`config.mk`:
```
export PLATFORM = sky130hd
export DESIGN_NAME = seg_counter_mux_flat
export DESIGN_NICKNAME = d
export VERILOG_FILES = /design/src/rtl/seg_pkg.sv /design/src/rtl/seg_counter_mux_if.sv /design/src/rtl/bcd_digit.sv /design/src/rtl/seg_counter_mux.sv /design/src/flat_wrapper.sv
export SDC_FILE = /design/constraint.sdc
export NUM_CORES = 1
export LEC_CHECK = 0
export ABC_AREA = 0
export CAP_MARGIN = 5
export CORE_MARGIN = 1.5
export CORE_UTILIZATION = 65
export DETAILED_ROUTE_END_ITERATION = 12
export DONT_BUFFER_PORTS = 1
export GPL_TIMING_DRIVEN = 0
export PLACE_DENSITY = 0.78
export SYNTH_ARGS = -nofsm -noshare
export SYNTH_HDL_FRONTEND = slang
export SYNTH_SLANG_ARGS = --single-unit
```
`constraint.sdc`:
```
create_clock -name clk -period 6.4 [get_ports clk]
set_clock_uncertainty 0.15 [all_clocks]
set_input_delay 0.64 -clock clk [delete_from_list [all_inputs] [get_ports clk]]
set_output_delay 0.64 -clock clk [all_outputs]
set_load 0.005 [all_outputs]
```
`src/rtl/seg_pkg.sv`:
```
// seg_pkg: seven-segment glyph constants and BCD-to-segment decoder shared by the counter/mux slice.
package seg_pkg;
    localparam logic [3:0] BCD_MAX   = 4'd9;
    localparam logic [7:0] SEG_0     = 8'b00000011;
    localparam logic [7:0] SEG_1     = 8'b10011111;
    localparam logic [7:0] SEG_2     = 8'b00100101;
    localparam logic [7:0] SEG_3     = 8'b00001101;
    localparam logic [7:0] SEG_4     = 8'b10011001;
    localparam logic [7:0] SEG_5     = 8'b01001001;
    localparam logic [7:0] SEG_6     = 8'b01000001;
    localparam logic [7:0] SEG_7     = 8'b00011111;
    localparam logic [7:0] SEG_8     = 8'b00000001;
    localparam logic [7:0] SEG_9     = 8'b00011001;
    localparam logic [7:0] SEG_BLANK = 8'hFF;

    function automatic logic [7:0] bcd_to_seg(input logic [3:0] d);
        case (d)
            4'd0:    return SEG_0;
            4'd1:    return SEG_1;
            4'd2:    return SEG_2;
            4'd3:    return SEG_3;
            4'd4:    return SEG_4;
            4'd5:    return SEG_5;
            4'd6:    return SEG_6;
            4'd7:    return SEG_7;
            4'd8:    return SEG_8;
            4'd9:    return SEG_9;
            default: return SEG_BLANK;
        endcase
    endfunction
endpackage

```
`src/rtl/seg_counter_mux_if.sv`:
```
// seg_counter_mux_if: count controls in, BCD value plus display pins out.
interface seg_counter_mux_if #(parameter int DIGITS = 4);
    logic                  en;
    logic                  dir;
    logic                  clear;
    logic [4*DIGITS-1:0]   count;
    logic                  led;
    logic [7:0]            seg;
    logic [DIGITS-1:0]     an;

    modport master (output en, dir, clear, input count, led, seg, an);
    modport slave  (input en, dir, clear, output count, led, seg, an);
endinterface

```
`src/rtl/bcd_digit.sv`:
```
// bcd_digit: one 0..9 up/down counter stage; carry_out ripples the step into the next digit.
module bcd_digit
    import seg_pkg::*;
(
    input  logic       clk,
    input  logic       reset,
    input  logic       clear,
    input  logic       step,
    input  logic       dir,
    output logic [3:0] digit,
    output logic       carry_out
);
    logic [3:0] r_digit;

    always_ff @(posedge clk) begin
        if (reset || clear)
            r_digit <= 4'd0;
        else if (step)
            r_digit <= dir ? (r_digit == BCD_MAX ? 4'd0 : r_digit + 4'd1)
                           : (r_digit == 4'd0 ? BCD_MAX : r_digit - 4'd1);
    end

    assign digit     = r_digit;
    assign carry_out = step & (dir ? r_digit == BCD_MAX : r_digit == 4'd0);
endmodule

```
`src/rtl/seg_counter_mux.sv`:
```
// seg_counter_mux: prescaled multi-digit BCD up/down counter with scanned 7-segment output and wrap LED.
// Define SEG_LEADING_ZERO_BLANK_EN to blank displayed digits above the most significant nonzero digit.
module seg_counter_mux
    import seg_pkg::*;
#(
    parameter int DIGITS = 4,
    parameter int DIV_W  = 23,
    parameter int SCAN_W = 16
) (
    input  logic            clk,
    input  logic            reset,
    seg_counter_mux_if.slave bus
);
    localparam int IDX_W = DIGITS > 1 ? $clog2(DIGITS) : 1;

    logic [DIV_W-1:0]  r_div;
    logic [SCAN_W-1:0] r_scan;
    logic [IDX_W-1:0]  r_idx;
    logic              r_led;
    logic [7:0]        r_seg;
    logic [DIGITS-1:0] r_an;

    logic              w_tick;
    logic [DIGITS:0]   w_step;
    logic [3:0]        w_digit [DIGITS];
    logic [DIGITS-1:0] w_blank;
    logic [IDX_W-1:0]  w_idx_next;

    assign w_tick    = &r_div;
    assign w_step[0] = w_tick & bus.en;

    for (genvar i = 0; i < DIGITS; i++) begin : g_digit
        bcd_digit u_digit (
            .clk       (clk),
            .reset     (reset),
            .clear     (bus.clear),
            .step      (w_step[i]),
            .dir       (bus.dir),
            .digit     (w_digit[i]),
            .carry_out (w_step[i+1])
        );
        assign bus.count[4*i +: 4] = w_digit[i];
    end

`ifdef SEG_LEADING_ZERO_BLANK_EN
    always_comb begin
        logic z;
        w_blank = '0;
        z       = 1'b1;
        for (int k = DIGITS - 1; k > 0; k--) begin
            z          = z & (w_digit[k] == 4'd0);
            w_blank[k] = z;
        end
    end
`else
    assign w_blank = '0;
`endif

    assign w_idx_next = (DIGITS == 1 || r_idx == IDX_W'(DIGITS - 1)) ? '0 : r_idx + 1'b1;

    // an and seg are both loaded from the same r_idx so the pair can never disagree
    always_ff @(posedge clk) begin
        if (reset) begin
            r_div  <= '0;
            r_scan <= '0;
            r_idx  <= '0;
            r_led  <= 1'b0;
            r_an   <= ~DIGITS'(1);
            r_seg  <= SEG_0;
        end else begin
            r_div  <= r_div + 1'b1;
            r_scan <= r_scan + 1'b1;
            if (&r_scan)
                r_idx <= w_idx_next;
            if (w_step[DIGITS] && !bus.clear)
                r_led <= ~r_led;
            r_an   <= ~(DIGITS'(1) << r_idx);
            r_seg  <= w_blank[r_idx] ? SEG_BLANK : bcd_to_seg(w_digit[r_idx]);
        end
    end

    assign bus.led = r_led;
    assign bus.seg = r_seg;
    assign bus.an  = r_an;
endmodule

```
`src/flat_wrapper.sv`:
```
// flat-port wrapper written by rule: the top's interface ports become plain ports
module seg_counter_mux_flat import seg_pkg::*;
#(
    parameter int DIGITS = 4,
    parameter int DIV_W  = 23,
    parameter int SCAN_W = 16
)
  (clk, reset, bus_en, bus_dir, bus_clear, bus_count, bus_led, bus_seg, bus_an);
  seg_counter_mux_if #(.DIGITS(DIGITS)) bus_i ();
  input  logic clk;
  input  logic reset;
  input wire logic [$bits(bus_i.en)-1:0] bus_en;
  input wire logic [$bits(bus_i.dir)-1:0] bus_dir;
  input wire logic [$bits(bus_i.clear)-1:0] bus_clear;
  output wire logic [$bits(bus_i.count)-1:0] bus_count;
  output wire logic [$bits(bus_i.led)-1:0] bus_led;
  output wire logic [$bits(bus_i.seg)-1:0] bus_seg;
  output wire logic [$bits(bus_i.an)-1:0] bus_an;
  assign bus_i.en = bus_en;
  assign bus_i.dir = bus_dir;
  assign bus_i.clear = bus_clear;
  assign bus_count = bus_i.count;
  assign bus_led = bus_i.led;
  assign bus_seg = bus_i.seg;
  assign bus_an = bus_i.an;
  seg_counter_mux #(.DIGITS(DIGITS), .DIV_W(DIV_W), .SCAN_W(SCAN_W)) u_core (.clk(clk), .reset(reset), .bus(bus_i));
endmodule
```
# Word-level counts from Yosys, hierarchy flattened
# Memories as Yosys holds them, arrays and structs flattened.
# Cells that the tools add are included.
[word_totals] latch_bits=0 n_memories=1 output_inout_bits=29 ram_bits=0 ff_bits=70 rom_bits=112 input_bits=5 wordCells=72
[mem_list] memory="(name not given)" words=16 width=7 read_ports=1 rd_ports_with_merged_regs=0 write_ports=0 line="seg_pkg.sv:17" text="case (d)"
[classes] n_shift=1 mux=23 mul=0 add_sub_neg=11 bitwise=8 n_lt_le_gt_ge=2 div_mod_pow=0 n_eq_ne=5 reduce_logical=10
[op_table] operator="$mux W4" count=14
[op_table] operator="$add A23 B1 Y23 const B" count=1
[op_table] operator="$reduce_and A23 Y1" count=1
[op_table] operator="$add A16 B1 Y16 const B" count=1
[op_table] operator="$add A4 B1 Y4 const B" count=4
[op_table] operator="$eq A4 B4 Y1 const B" count=4
[op_table] operator="$logic_not A4 Y1" count=4
[op_table] operator="$reduce_and A16 Y1" count=1
[op_table] operator="$sub A4 B1 Y4 const B" count=4
[op_table] operator="$bmux W4 S2" count=1
[op_table] operator="$mux W8" count=1
[op_table] operator="$and A1 B1 Y1" count=5
[op_table] operator="$mux W1" count=5
[op_table] operator="$not A4 Y4" count=1
[op_table] operator="$shl A1 B2 Y4 const A" count=1
[op_table] operator="$ge A3 B3 Y1 const B" count=1
[op_table] operator="$lt A2 B3 Y1 const B" count=1
[op_table] operator="$not A2 Y3" count=1
[op_table] operator="$add A2 B1 Y2 const B" count=1
[op_table] operator="$bmux W1 S2" count=1
[op_table] operator="$eq A2 B2 Y1 const B" count=1
[op_table] operator="$mux W2" count=1
[op_table] operator="$reduce_or A2 Y1" count=1
[op_table] operator="$logic_and A1 B1 Y1" count=1
[op_table] operator="3 further kinds" count=3

# Longest topological paths before layout
[logic_depth] ltp_word=7 mapped_depth=7

# Modules after synthesis
# A second synthesis with hierarchy kept.
[unflattened] hier_cells=406 hier_area_um2=3706.1
[modules_own_cells] module="seg_counter_mux" cells_per_inst=270 n_inst=1 area_per_inst_um2=2484.9
[modules_own_cells] module="bcd_digit" cells_per_inst=34 n_inst=4 area_per_inst_um2=305.3

# Worst setup path before layout
# No wires, ideal clock.
[synth_timing] path_kind="register -> register" from="register u_core.r_div[0]" to="register u_core.g_digit[3].u_digit.r_digit[2]" slack_ns=3.937 path_buffers=0 t_arrival_ns=2.181 synth_period_minus_slack_ns=2.463 setup_time_ns=0.132 path_stages_with_launch=7 cell_sequence="dfxtp_1 ha_1 nand3_1 or4_4 or4b_1 a2111oi_0 o21ai_0"
[synth_via] elab_chain_len=5
[synth_rtl] item="from (decl)" line="seg_counter_mux.sv:16" text="logic [DIV_W-1:0] r_div;"
[synth_rtl] item="from (signal assigned)" line="seg_counter_mux.sv:71" text="r_div <= r_div + 1'b1;"
[synth_rtl] item="$reduce_and A23 Y1" line="seg_counter_mux.sv:29" text="assign w_tick = &r_div;"
[synth_rtl] item="$and A1 B1 Y1" line="seg_counter_mux.sv:30" text="assign w_step[0] = w_tick & bus.en;"
[synth_rtl] item="$and A1 B1 Y1 (3 in a row)" line="bcd_digit.sv:24" text="assign carry_out = step & (dir ? r_digit == BCD_MAX : r_digit == 4'd0);"
[synth_rtl] item="to (signal assigned)" line="bcd_digit.sv:19" text="r_digit <= dir ? (r_digit == BCD_MAX ? 4'd0 : r_digit + 4'd1)"
[synth_rtl] item="to (decl)" line="bcd_digit.sv:13" text="logic [3:0] r_digit;"
# No other way between the ends.
# A chain may end at the register's enable or synchronous reset.

# Final worst setup path
[layout_timing] from="register u_core.r_div[0]" to="register u_core.g_digit[1].u_digit.r_digit[2]"
[layout_via] elab_chain_len=3
[layout_rtl] item="$reduce_and A23 Y1" line="seg_counter_mux.sv:29"
[layout_rtl] item="$and A1 B1 Y1" line="seg_counter_mux.sv:30"
[layout_rtl] item="$and A1 B1 Y1" line="bcd_digit.sv:24"
[layout_rtl] item="to (signal assigned)" line="bcd_digit.sv:19"
[layout_rtl] item="to (decl)" line="bcd_digit.sv:13"
# No other way between the ends.

==> qor.txt <==
Post-synth top area cell -> dfxtp_1
Worst min path class -> reg -> reg
EDFF count, synth -> 0
H-tree depth -> 3
Power Internal -> 0.681 mW
GRT Residual Overflow -> 0
Clock Path Buffers -> 2
Initial antenna violation count -> 0
Setup CP Type -> reg -> reg
CP Data Arrival Time -> 2.88 ns
Yosys reg bits -> 69
Final GP Congestion -> 0.880
Via count -> 3044
Clock Sinks -> 69
Post-Synthesis Cell Area -> 3620 µm²
# port buffers -> 0
Status -> completed
Initial Utilization -> 0.691
Most frequent cell after synthesis -> dfxtp_1
Highest clock rate -> 0.360 GHz
CP Buf/Inv Count -> 0
Syn Nets -> 459
Hold Fails Final Rpt -> 0
Worst slack at placement -> 3.63 ns
Seq/Total Area, Yosys -> 0.381
Critical path peak fanout -> 7
Max VDD drop -> 147 µV
Fin worst setup slack -> 3.62 ns
Worst-path clk slew -> 0.08 ns
Tightest Pin Transition -> 0.818 ns
Top post-synthesis cells by area -> dfxtp_1 (38%), nor2_1 (6.6%), xnor2_1 (5.3%), ha_1 (4.1%), o21ai_0 (4.1%)
Rel. slew slack -> 0.451
Synth top area share -> 0.381
CTS tree -> yes
# rows -> 26
Die span in y -> 77.6 µm
1st-iter DRT viols -> 136
Total GRT Usage -> 0.269
Layout cell share with drive strength beyond 1 -> 0.0656
Largest net degree at the start of global routing -> 12
IO Count -> 34
P_sw -> 0.185 mW
Min Tclk post-route -> 2.78 ns
Overall routed net length -> 7580 µm
Post-DP HPWL -> 5280 µm
Cells after Synth -> 442
Residual DRC count -> 0
CTS Hold Buffers Added -> 0
Worst Setup Start Kind -> flop
Comb pwr share -> 0.032
Worst-skew pair later-pin latency -> 0.35 ns
Slew Viols, Final -> 0
Nets -> 470
Global-route wire length before repair -> 12900 µm
Avg WL per Cell -> 14.4 µm
Yosys cell types -> 47
Crit-path max cell delay -> 0.68 ns
Initial DRT Pass Iterations -> 4
WHS Path Cells -> 1
DP Area -> 3710 µm²
Sequential power share -> 0.503
CTS root buf -> clkbuf_8
Max stage delay cell, worst path -> nor3_1
Antenna cell count -> 0
Max-Cap Viols -> 0
Sw frac -> 0.214
Synth Area per Inst -> 8.19 µm²
PwrDens -> 220 nW/µm²
Number of CTS-inserted buffers -> 9
Top cells by count, synth -> dfxtp_1 (69), nor2_1 (64), nand2_1 (32)
Vias in the first global route -> 2797
Delay-heaviest family, CP -> simple AND/OR/NAND/NOR gates
RSZ-0062 raised after global routing -> no
Layout area overhead -> 8.60%
Post-cts resize count -> 0
R2R depth -> 6
CP required -> 6.50 ns
Post-DRT Antenna Nets -> 0
Tcrit/Tclk final -> 0.434
Ys flop type -> dfxtp_1
Fillers -> 402
Final TNS setup -> 0 ns
Clk pwr share -> 0.465
Die area -> 6030 µm²
Async set-reset flop share out of synthesis -> 0
Crit. End Element -> flop
WP depth -> 6
Die width -> 77.6 µm
Cell breakdown of the critical path -> ha_1, nand3_1, or4_4, nor3_1, o21ai_0, a31o_2
Final setup vio count -> 0
Final instance area -> 3930 µm²
Leakage -> 1.30 nW
Post-CTS Setup Inserts -> 0
Yosys warns -> 0
Core box area -> 5240 µm²
Mean number of vias per cell -> 5.78
Area occupied by registers -> 1380 µm²
Multi-input gate area -> 2080 µm²
[registers in the layout (all words and copies together), names as in the netlist]
| register | count |
|---|---|
| u_core.r_div | 23 |
| u_core.r_idx | 2 |
| u_core.g_digit.u_digit.digit | 16 |
| u_core.bus.seg | 7 |
| u_core.r_scan | 16 |
| u_core.bus.led | 1 |
| u_core.bus.an | 4 |
[cell families after synthesis]
family | Yosys count | share of synthesized area
and+or+nand+nor | 192 | 0.269
other | 1 | 0.00104
xor gates and xnor gates | 36 | 0.0871
AOI/OAI and AO/OA | 78 | 0.126
buffers and inverters | 41 | 0.0435
DFF | 69 | 0.381
muxes | 13 | 0.0505
adders and majority gates | 12 | 0.0415
[per-stage QoR]
stage	hold slack (ns)	util	power, mW	instances
3_3_place_gp	0.291	0.708	0.472	512
5_1_grt	0.343	0.751	0.890	527
3_5_place_dp	0.304	0.708	0.472	512
2_1_floorplan	0.276	-	0.465	442
4_1_cts	0.321	0.751	0.868	527
6_report	0.323	0.751	0.866	527
[area by class of cell]
class | instances | share of cell area
multi-input combinational | 332 | 0.529
sequential | 69 | 0.351
clock buffer | 12 | 0.0395
buffer | 29 | 0.0286
tap | 70 | 0.0223
clock inverter | 3 | 0.0175
inverter | 12 | 0.0115
[power groups by stage]
stage               sequential [mW]  combinational (mW)  clock [mW]
finish                        0.435              0.0276       0.403
global route                  0.435              0.0312       0.423
CTS                           0.435              0.0274       0.405
detailed placement            0.445              0.0272           0
global placement              0.445              0.0268           0
floorplan                     0.445              0.0205           0
[routing by layer]
metal  vias up  GRT usage  routed length, µm
met2        77      0.419               3420
met3        10     0.0741                427
li1       1561          -                  -
met4         0     0.0927                 93
met5         -          0                  0
met1      1396      0.356               3640
[worst paths after layout]
path                                              to        startpoint  slack (ns)
setup / recovery  u_core.g_digit[1].u_digit.digit[2]   u_core.r_div[0]        3.62
hold / removal                      u_core.r_scan[0]  u_core.r_scan[0]        0.32
setup reg to reg  u_core.g_digit[1].u_digit.digit[2]   u_core.r_div[0]        3.62
hold reg to reg                     u_core.r_scan[0]  u_core.r_scan[0]        0.32
[worst register-to-register path, cell delays in order, from the launching register on]
cell     delay (ns)
dfxtp_1        0.37
ha_1           0.22
nand3_1        0.17
or4_4          0.59
nor3_1         0.69
o21ai_0        0.21
a31o_2         0.29
[layout by cell type (no fill, tap or decap), drive strengths merged, types with 3 or more instances in the layout]
| cell | instances |
|---|---|
| a311oi | 4 |
| xnor2 | 22 |
| xor2 | 14 |
| nor2 | 64 |
| nor4 | 3 |
| a21oi | 24 |
| inv | 12 |
| ha | 12 |
| o31ai | 4 |
| or4 | 4 |
| a22oi | 3 |
| or3 | 14 |
| nand3 | 17 |
| and3 | 7 |
| nand2 | 32 |
| dfxtp | 69 |
| nor3 | 17 |
| o22ai | 4 |
| clkbuf | 37 |
| mux4 | 4 |
| o21ai | 30 |
| nand2b | 6 |
| and4 | 4 |
| mux2i | 7 |
| nand4 | 7 |
| or2 | 3 |
| nor2b | 8 |
| buf | 4 |
(Power assumes the default switching activity.)
